$ cat src/rtl/alu_pkg.sv
`default_nettype none
// ============================================================================
// Module   : alu_pkg
// Purpose  : Shared constants for alu_seq_n: op codes, FSM state encodings
//            and bit positions inside the {N,V,C,Z} flag vector.
// Revision : 1.0 - initial release
// ============================================================================
package alu_pkg;

    // Operation select encodings
    localparam logic [2:0] OP_ADD = 3'b000;
    localparam logic [2:0] OP_SUB = 3'b001;
    localparam logic [2:0] OP_AND = 3'b010;
    localparam logic [2:0] OP_OR  = 3'b011;
    localparam logic [2:0] OP_XOR = 3'b100;
    localparam logic [2:0] OP_SHL = 3'b101;
    localparam logic [2:0] OP_SHR = 3'b110;
    localparam logic [2:0] OP_MUL = 3'b111;

    // Controller states
    localparam logic [1:0] ST_IDLE = 2'd0;
    localparam logic [1:0] ST_BUSY = 2'd1;
    localparam logic [1:0] ST_DONE = 2'd2;

    // Flag bit positions; the vector reads {N,V,C,Z} from MSB to LSB
    localparam int FLG_Z = 0;
    localparam int FLG_C = 1;
    localparam int FLG_V = 2;
    localparam int FLG_N = 3;

endpackage : alu_pkg
`default_nettype wire

$ cat src/rtl/alu_shift_add_mul.sv
`default_nettype none
// ============================================================================
// Module   : alu_shift_add_mul
// Purpose  : Iterative unsigned shift-add multiplier. i_start loads the
//            operands, then one partial product is accumulated per cycle for
//            WIDTH cycles. o_done flags the final step; o_prod carries the
//            accumulator value that step produces, so the parent can capture
//            the complete product on the same edge.
// Revision : 1.0 - initial release
// ============================================================================
module alu_shift_add_mul #(
    parameter int WIDTH = 8,
    parameter int CNT_W = $clog2(WIDTH) + 1
) (
    input  logic               clk,
    input  logic               rst,
    input  logic               i_start,
    input  logic [WIDTH-1:0]   i_a,
    input  logic [WIDTH-1:0]   i_b,
    output logic               o_busy,
    output logic               o_done,
    output logic [2*WIDTH-1:0] o_prod
);

    localparam logic [CNT_W-1:0] c_CNT_INIT = CNT_W'(WIDTH - 1);

    logic                 r_busy;
    logic [CNT_W-1:0]     r_cnt;
    logic [2*WIDTH-1:0]   r_acc;
    logic [2*WIDTH-1:0]   r_mcand;
    logic [WIDTH-1:0]     r_mplier;
    logic [2*WIDTH-1:0]   w_addend;
    logic [2*WIDTH-1:0]   w_acc_next;

    // Partial product for the current multiplier bit, folded into the accumulator
    always_comb begin
        w_addend   = r_mplier[0] ? r_mcand : '0;
        w_acc_next = r_acc + w_addend;
    end

    // Operand load on start, then one shift-add step per busy cycle
    always_ff @(posedge clk) begin
        if (rst) begin
            r_busy   <= 1'b0;
            r_cnt    <= '0;
            r_acc    <= '0;
            r_mcand  <= '0;
            r_mplier <= '0;
        end else if (i_start) begin
            r_busy   <= 1'b1;
            r_cnt    <= c_CNT_INIT;
            r_acc    <= '0;
            r_mcand  <= {{WIDTH{1'b0}}, i_a};
            r_mplier <= i_b;
        end else if (r_busy) begin
            r_acc    <= w_acc_next;
            r_mcand  <= r_mcand << 1;
            r_mplier <= r_mplier >> 1;
            if (r_cnt == '0) begin
                r_busy <= 1'b0;
            end else begin
                r_cnt <= r_cnt - 1'b1;
            end
        end
    end

    assign o_busy = r_busy;
    assign o_done = r_busy && (r_cnt == '0);
    assign o_prod = w_acc_next;

endmodule : alu_shift_add_mul
`default_nettype wire

$ cat src/rtl/alu_seq_n.sv
`default_nettype none
// ============================================================================
// Module   : alu_seq_n
// Purpose  : Registered WIDTH-bit ALU with valid/ready on input and output
//            and {N,V,C,Z} status flags. Single-cycle ops are computed at the
//            accept edge; results are held until the consumer takes them.
// Config   : ALU_MUL_EN - when defined, op 111 is a multi-cycle unsigned
//            multiply with a double-width result. When undefined, op 111
//            completes in one cycle as an unsupported op (y=0, V=1, Z=1).
// Revision : 1.0 - initial release
// ============================================================================
module alu_seq_n
    import alu_pkg::*;
#(
    parameter int WIDTH = 8,
    parameter int CNT_W = $clog2(WIDTH) + 1
) (
    input  logic             clk,
    input  logic             rst,
    input  logic             in_valid,
    output logic             in_ready,
    input  logic [WIDTH-1:0] a,
    input  logic [WIDTH-1:0] b,
    input  logic [2:0]       op,
    output logic             out_valid,
    input  logic             out_ready,
    output logic [WIDTH-1:0] y,
    output logic [WIDTH-1:0] y_hi,
    output logic [3:0]       flags
);

    logic [1:0]       r_state;
    logic [1:0]       w_state_next;
    logic [WIDTH-1:0] r_y;
    logic [WIDTH-1:0] r_y_hi;
    logic [3:0]       r_flags;

    logic             w_xfer;
    logic             w_is_mul;
    logic             w_mul_done;
    logic [WIDTH:0]   w_wide;
    logic [WIDTH-1:0] w_res;
    logic             w_c;
    logic             w_v;
    logic [3:0]       w_flags;

    assign w_xfer = in_valid && (r_state == ST_IDLE);

`ifdef ALU_MUL_EN
    logic               w_mul_busy;
    logic               w_mul_last;
    logic [2*WIDTH-1:0] w_prod;
    logic [3:0]         w_mul_flags;

    assign w_is_mul   = (op == OP_MUL);
    assign w_mul_done = (r_state == ST_BUSY) && w_mul_busy && w_mul_last;

    alu_shift_add_mul #(
        .WIDTH (WIDTH),
        .CNT_W (CNT_W)
    ) u_mul (
        .clk     (clk),
        .rst     (rst),
        .i_start (w_xfer && w_is_mul),
        .i_a     (a),
        .i_b     (b),
        .o_busy  (w_mul_busy),
        .o_done  (w_mul_last),
        .o_prod  (w_prod)
    );

    // Product flags: carry marks a non-zero high half, overflow never set
    always_comb begin
        w_mul_flags        = '0;
        w_mul_flags[FLG_Z] = (w_prod[WIDTH-1:0] == '0);
        w_mul_flags[FLG_N] = w_prod[WIDTH-1];
        w_mul_flags[FLG_C] = (w_prod[2*WIDTH-1:WIDTH] != '0);
    end
`else
    assign w_is_mul   = 1'b0;
    assign w_mul_done = 1'b0;
`endif

    // Single-cycle datapath; add/sub use one extra bit for carry/borrow
    always_comb begin
        w_wide = '0;
        w_res  = '0;
        w_c    = 1'b0;
        w_v    = 1'b0;
        case (op)
            OP_ADD: begin
                w_wide = {1'b0, a} + {1'b0, b};
                w_res  = w_wide[WIDTH-1:0];
                w_c    = w_wide[WIDTH];
                w_v    = (a[WIDTH-1] == b[WIDTH-1]) && (w_res[WIDTH-1] != a[WIDTH-1]);
            end
            OP_SUB: begin
                w_wide = {1'b0, a} - {1'b0, b};
                w_res  = w_wide[WIDTH-1:0];
                w_c    = w_wide[WIDTH];
                w_v    = (a[WIDTH-1] != b[WIDTH-1]) && (w_res[WIDTH-1] != a[WIDTH-1]);
            end
            OP_AND: w_res = a & b;
            OP_OR:  w_res = a | b;
            OP_XOR: w_res = a ^ b;
            OP_SHL: begin
                w_res = {a[WIDTH-2:0], 1'b0};
                w_c   = a[WIDTH-1];
            end
            OP_SHR: begin
                w_res = {1'b0, a[WIDTH-1:1]};
                w_c   = a[0];
            end
            default: begin
`ifndef ALU_MUL_EN
                // Multiply not built: result zero, overflow marks the op as unsupported
                w_v = 1'b1;
`endif
            end
        endcase
        w_flags        = '0;
        w_flags[FLG_Z] = (w_res == '0);
        w_flags[FLG_C] = w_c;
        w_flags[FLG_V] = w_v;
        w_flags[FLG_N] = w_res[WIDTH-1];
    end

    // State register
    always_ff @(posedge clk) begin
        if (rst) begin
            r_state <= ST_IDLE;
        end else begin
            r_state <= w_state_next;
        end
    end

    // Next-state logic: accept only in IDLE, hold DONE until the consumer takes it
    always_comb begin
        w_state_next = r_state;
        case (r_state)
            ST_IDLE: begin
                if (w_xfer) begin
                    w_state_next = w_is_mul ? ST_BUSY : ST_DONE;
                end
            end
`ifdef ALU_MUL_EN
            ST_BUSY: begin
                if (w_mul_done) begin
                    w_state_next = ST_DONE;
                end
            end
`endif
            ST_DONE: begin
                if (out_ready) begin
                    w_state_next = ST_IDLE;
                end
            end
            default: w_state_next = ST_IDLE;
        endcase
    end

    // Result registers: loaded at the accept edge or on the last multiply step
    always_ff @(posedge clk) begin
        if (rst) begin
            r_y     <= '0;
            r_y_hi  <= '0;
            r_flags <= '0;
        end else if (w_xfer && !w_is_mul) begin
            r_y     <= w_res;
            r_y_hi  <= '0;
            r_flags <= w_flags;
        end
`ifdef ALU_MUL_EN
        else if (w_mul_done) begin
            r_y     <= w_prod[WIDTH-1:0];
            r_y_hi  <= w_prod[2*WIDTH-1:WIDTH];
            r_flags <= w_mul_flags;
        end
`endif
    end

    assign in_ready  = (r_state == ST_IDLE);
    assign out_valid = (r_state == ST_DONE);
    assign y         = r_y;
    assign y_hi      = r_y_hi;
    assign flags     = r_flags;

endmodule : alu_seq_n
`default_nettype wire
$ cat config.mk
export PLATFORM = sky130hd
export DESIGN_NAME = alu_seq_n
export DESIGN_NICKNAME = d
export VERILOG_FILES = /design/src/rtl/alu_pkg.sv /design/src/rtl/alu_shift_add_mul.sv /design/src/rtl/alu_seq_n.sv
export SDC_FILE = /design/constraint.sdc
export NUM_CORES = 1
export LEC_CHECK = 0
export CAP_MARGIN = 20
export CORE_MARGIN = 8
export CORE_UTILIZATION = 51
export CTS_BUF_LIST = sky130_fd_sc_hd__clkbuf_16
export CTS_CLUSTER_SIZE = 24
export DETAILED_ROUTE_END_ITERATION = 10
export GPL_ROUTABILITY_DRIVEN = 0
export PLACE_DENSITY = 0.82
export SLEW_MARGIN = 20
export SYNTH_ARGS = -nofsm -noshare
export SYNTH_HDL_FRONTEND = slang
export SYNTH_SLANG_ARGS = --single-unit
$ cat constraint.sdc
create_clock -name clk -period 2.67 [get_ports clk]
set_clock_uncertainty 0.15 [all_clocks]
set_input_delay 0.267 -clock clk [delete_from_list [all_inputs] [get_ports clk]]
set_output_delay 0.267 -clock clk [all_outputs]
set_load 0.01 [all_outputs]
==> results.json <==
{
  "status": "finished clean",
  "drive_gt1_share_pct": 23.3,
  "end_kind": "register",
  "n_antenna_cell": 0,
  "gr-total-overflow": 0,
  "vias": 2085,
  "synth_top_area_cell": "ha_1",
  "dr.pass1.iters": 4,
  "worstHoldPathType": "register to register",
  "yosysWarnings": 0,
  "hold_depth": 2,
  "cts.clk_slew.worst_paths_ns": 0.04,
  "synth-xor-area-share_pct": 3.30,
  "netlist_top_cells_area": "ha_1 (17%), dfxtp_1 (13%), mux2i_1 (5.9%)",
  "finalCritPeriodShare_pct": 97.2,
  "async_flop_share_pct": 0,
  "path_delay_family": "compound AO/OA/AOI/OAI gates",
  "holdBufCountCts": 0,
  "ios": 45,
  "hold_ws_ns": 0.306,
  "reg2reg_depth": 5,
  "synth_compound_area_share_pct": 27.3,
  "power.leakage_uw": 0.00125,
  "maxCapViolCount": 0,
  "die_h_um": 76.4,
  "post-route-min-period_ns": 2.60,
  "cp.depth": 10,
  "clk_path_buf_depth": 2,
  "numClockSinks": 12,
  "die_x_um": 76.4,
  "drt_iter0_markers": 115,
  "max_freq_mhz": 385,
  "critical_path_buf_inv_count": 2,
  "critPathMaxStageDelay_ns": 0.51,
  "critPathLaunchType": "input pin",
  "row_count": 22,
  "viasPerCell": 5.70,
  "cp.arrival_ns": 2.63,
  "synth-main-ff-cell": "dfxtp_1",
  "routed_wl_um": 5410,
  "numCtsBuffers": 3,
  "grt_pass1_vias": 2070,
  "reg2reg_slack_ns": 1.22,
  "io_buffers": 36,
  "pwr_density_cell_nw_per_um2": 346,
  "cts_tree": "built",
  "start_util_pct": 52.0,
  "syn_avg_cell_area_um2": 7.66,
  "grt_antenna_before_repair": 0,
  "synth_top_family_by_area": "compound AO/OA/AOI/OAI gates",
  "final-setup-viol-count": 0,
  "fillCellCount": 266,
  "crit_chain": "clkdlybuf4s50_1, inv_1, ha_2, fa_2, o21bai_1, a21oi_1, o31ai_2, mux2_2, nor2_2, a31o_1",
  "synth_area_um2": 1860,
  "cts_root_buffer": "clkbuf_16",
  "synth_fa_ha_area_share_pct": 19.0,
  "cp.required_ns": 2.70,
  "detailed_place_hpwl_um": 4340,
  "core_area_um2": 3580,
  "ys_ff_latch": 12,
  "synth_cell_types": 57,
  "synth-simple-area-share_pct": 17.2,
  "grt_max_degree": 24,
  "synth_top_area_share_pct": 16.8,
  "ir_drop_v": 0.000144,
  "synth_commonest_cells": "ha_1 (25), inv_1 (25), nor2_1 (20)",
  "synth_cells": 243,
  "synth-edff-count": 0,
  "final_hold_viol_count": 0,
  "antenna_left": 0,
  "crit_slowest_cell": "clkdlybuf4s50_1",
  "grt_usage_pct": 18.0,
  "slew_viol_final": 0,
  "wl_per_cell_um": 14.8,
  "tns_ns": 0,
  "synthMuxAreaShare_pct": 7.13,
  "nNetsFinal": 369,
  "cts_setup_buffers": 0,
  "die_area_um2": 5840,
  "drcViolationCount": 0,
  "cts-htree-levels": 1,
  "ys_seq_area_share_pct": 12.9,
  "grt_pass1_wl_um": 9190,
  "crit_fanout": 3,
  "critPathKind": "input pin to register",
  "syn2layout_area_growth_pct": 45.1,
  "clk_latency_ns": 0.24
}
==> routing by layer <==
layer,vias to the layer above,GRT usage (%),routed length [um]
met5,-,0,0
met2,88,33.2,2880
met3,8,4.01,371
met4,0,6.92,43
li1,1006,-,-
met1,983,19.4,2120
==> placed cells by master, fill, tap and decap left out, types with 2 or more instances in the layout <==
cell type,n
buf_4,47
clkdlybuf4s50_1,36
inv_1,25
ha_1,21
nor2_1,19
a21oi_1,17
nand2_1,16
dfxtp_1,12
mux2i_1,11
o21ai_0,9
conb_1,8
a211oi_1,7
o22ai_1,5
nor3_1,5
xnor2_1,4
o221ai_1,4
nand3_1,3
xor2_1,3
o211ai_1,3
o31ai_1,3
clkbuf_16,3
nor2_2,2
a221oi_2,2
a21o_1,2
or3_1,2
o211a_1,2
o21a_1,2
a211oi_2,2
nand2b_1,2
mux2_2,2
o31ai_2,2
and3_1,2
nand4_1,2
fa_2,2
ha_4,2
ha_2,2
==> repair_timing <==
item | in CTS | in global routing
gates resized for setup | 2 | 13
gates cloned | 0 | 0
setup endpoints to repair | 2 | 5
pin swaps | 0 | 6
==> stage by stage <==
| step | total power, uW | util, % | std cells | area, um2 | setup slack, ns |
|---|---|---|---|---|---|
| 4_1_cts | 916 | 73.4 | 366 | 2630 | 0.0288 |
| 5_1_grt | 995 | 75.5 | 366 | 2700 | -0.0319 |
| 3_5_place_dp | 638 | 70.9 | 362 | 2540 | -0.290 |
| 3_3_place_gp | 627 | 70.9 | 362 | 2540 | -0.217 |
| 2_1_floorplan | 453 | - | 250 | 1890 | 0.437 |
| 6_report | 935 | 75.5 | 366 | 2700 | 0.0739 |
==> path summary, 6_finish.rpt <==
kind | from | end
min reg2reg | flags[1] | flags[1]
max | a[0] | flags[0]
min | flags[1] | flags[1]
max reg2reg | r_state[1] | flags[0]
==> layout make-up <==
class | instances | area (um2) | area share, %
Clock inverter | 1 | 3.75 | 0.139
Tap cell | 48 | 60.1 | 2.22
Multi-Input combinational cell | 192 | 1490 | 55.2
Sequential cell | 12 | 240 | 8.90
Inverter | 26 | 97.6 | 3.61
Timing Repair Buffer | 84 | 733 | 27.2
Clock buffer | 3 | 75.1 | 2.78
==> report_power, final <==
part	switching [uW]	internal, uW	total (uW)
clock network	74.4	197	271
logic	226	235	461
registers	8.46	194	203
total	309	626	935
==> worst min-delay path: cells and delay by family, from the launching register on <==
| family | cells | cell delay, ns |
|---|---|---|
| flops | 1 | 0.30 |
| simple gates | 1 | 0.05 |
| compound gates | 1 | 0.05 |
==> sequential cells by signal, summed over array words and instances (netlist names) <==
name and count:
flags 3, r_state 1, y 8
==> cell families after synthesis <==
kind of cell | Yosys count
compound gates | 72
simple gates | 65
buf+inv | 46
fa+ha+maj | 27
mux | 13
flops | 12
xor+xnor | 7
other cells | 1
No activity file was read; power rests on OpenSTA's default activity.
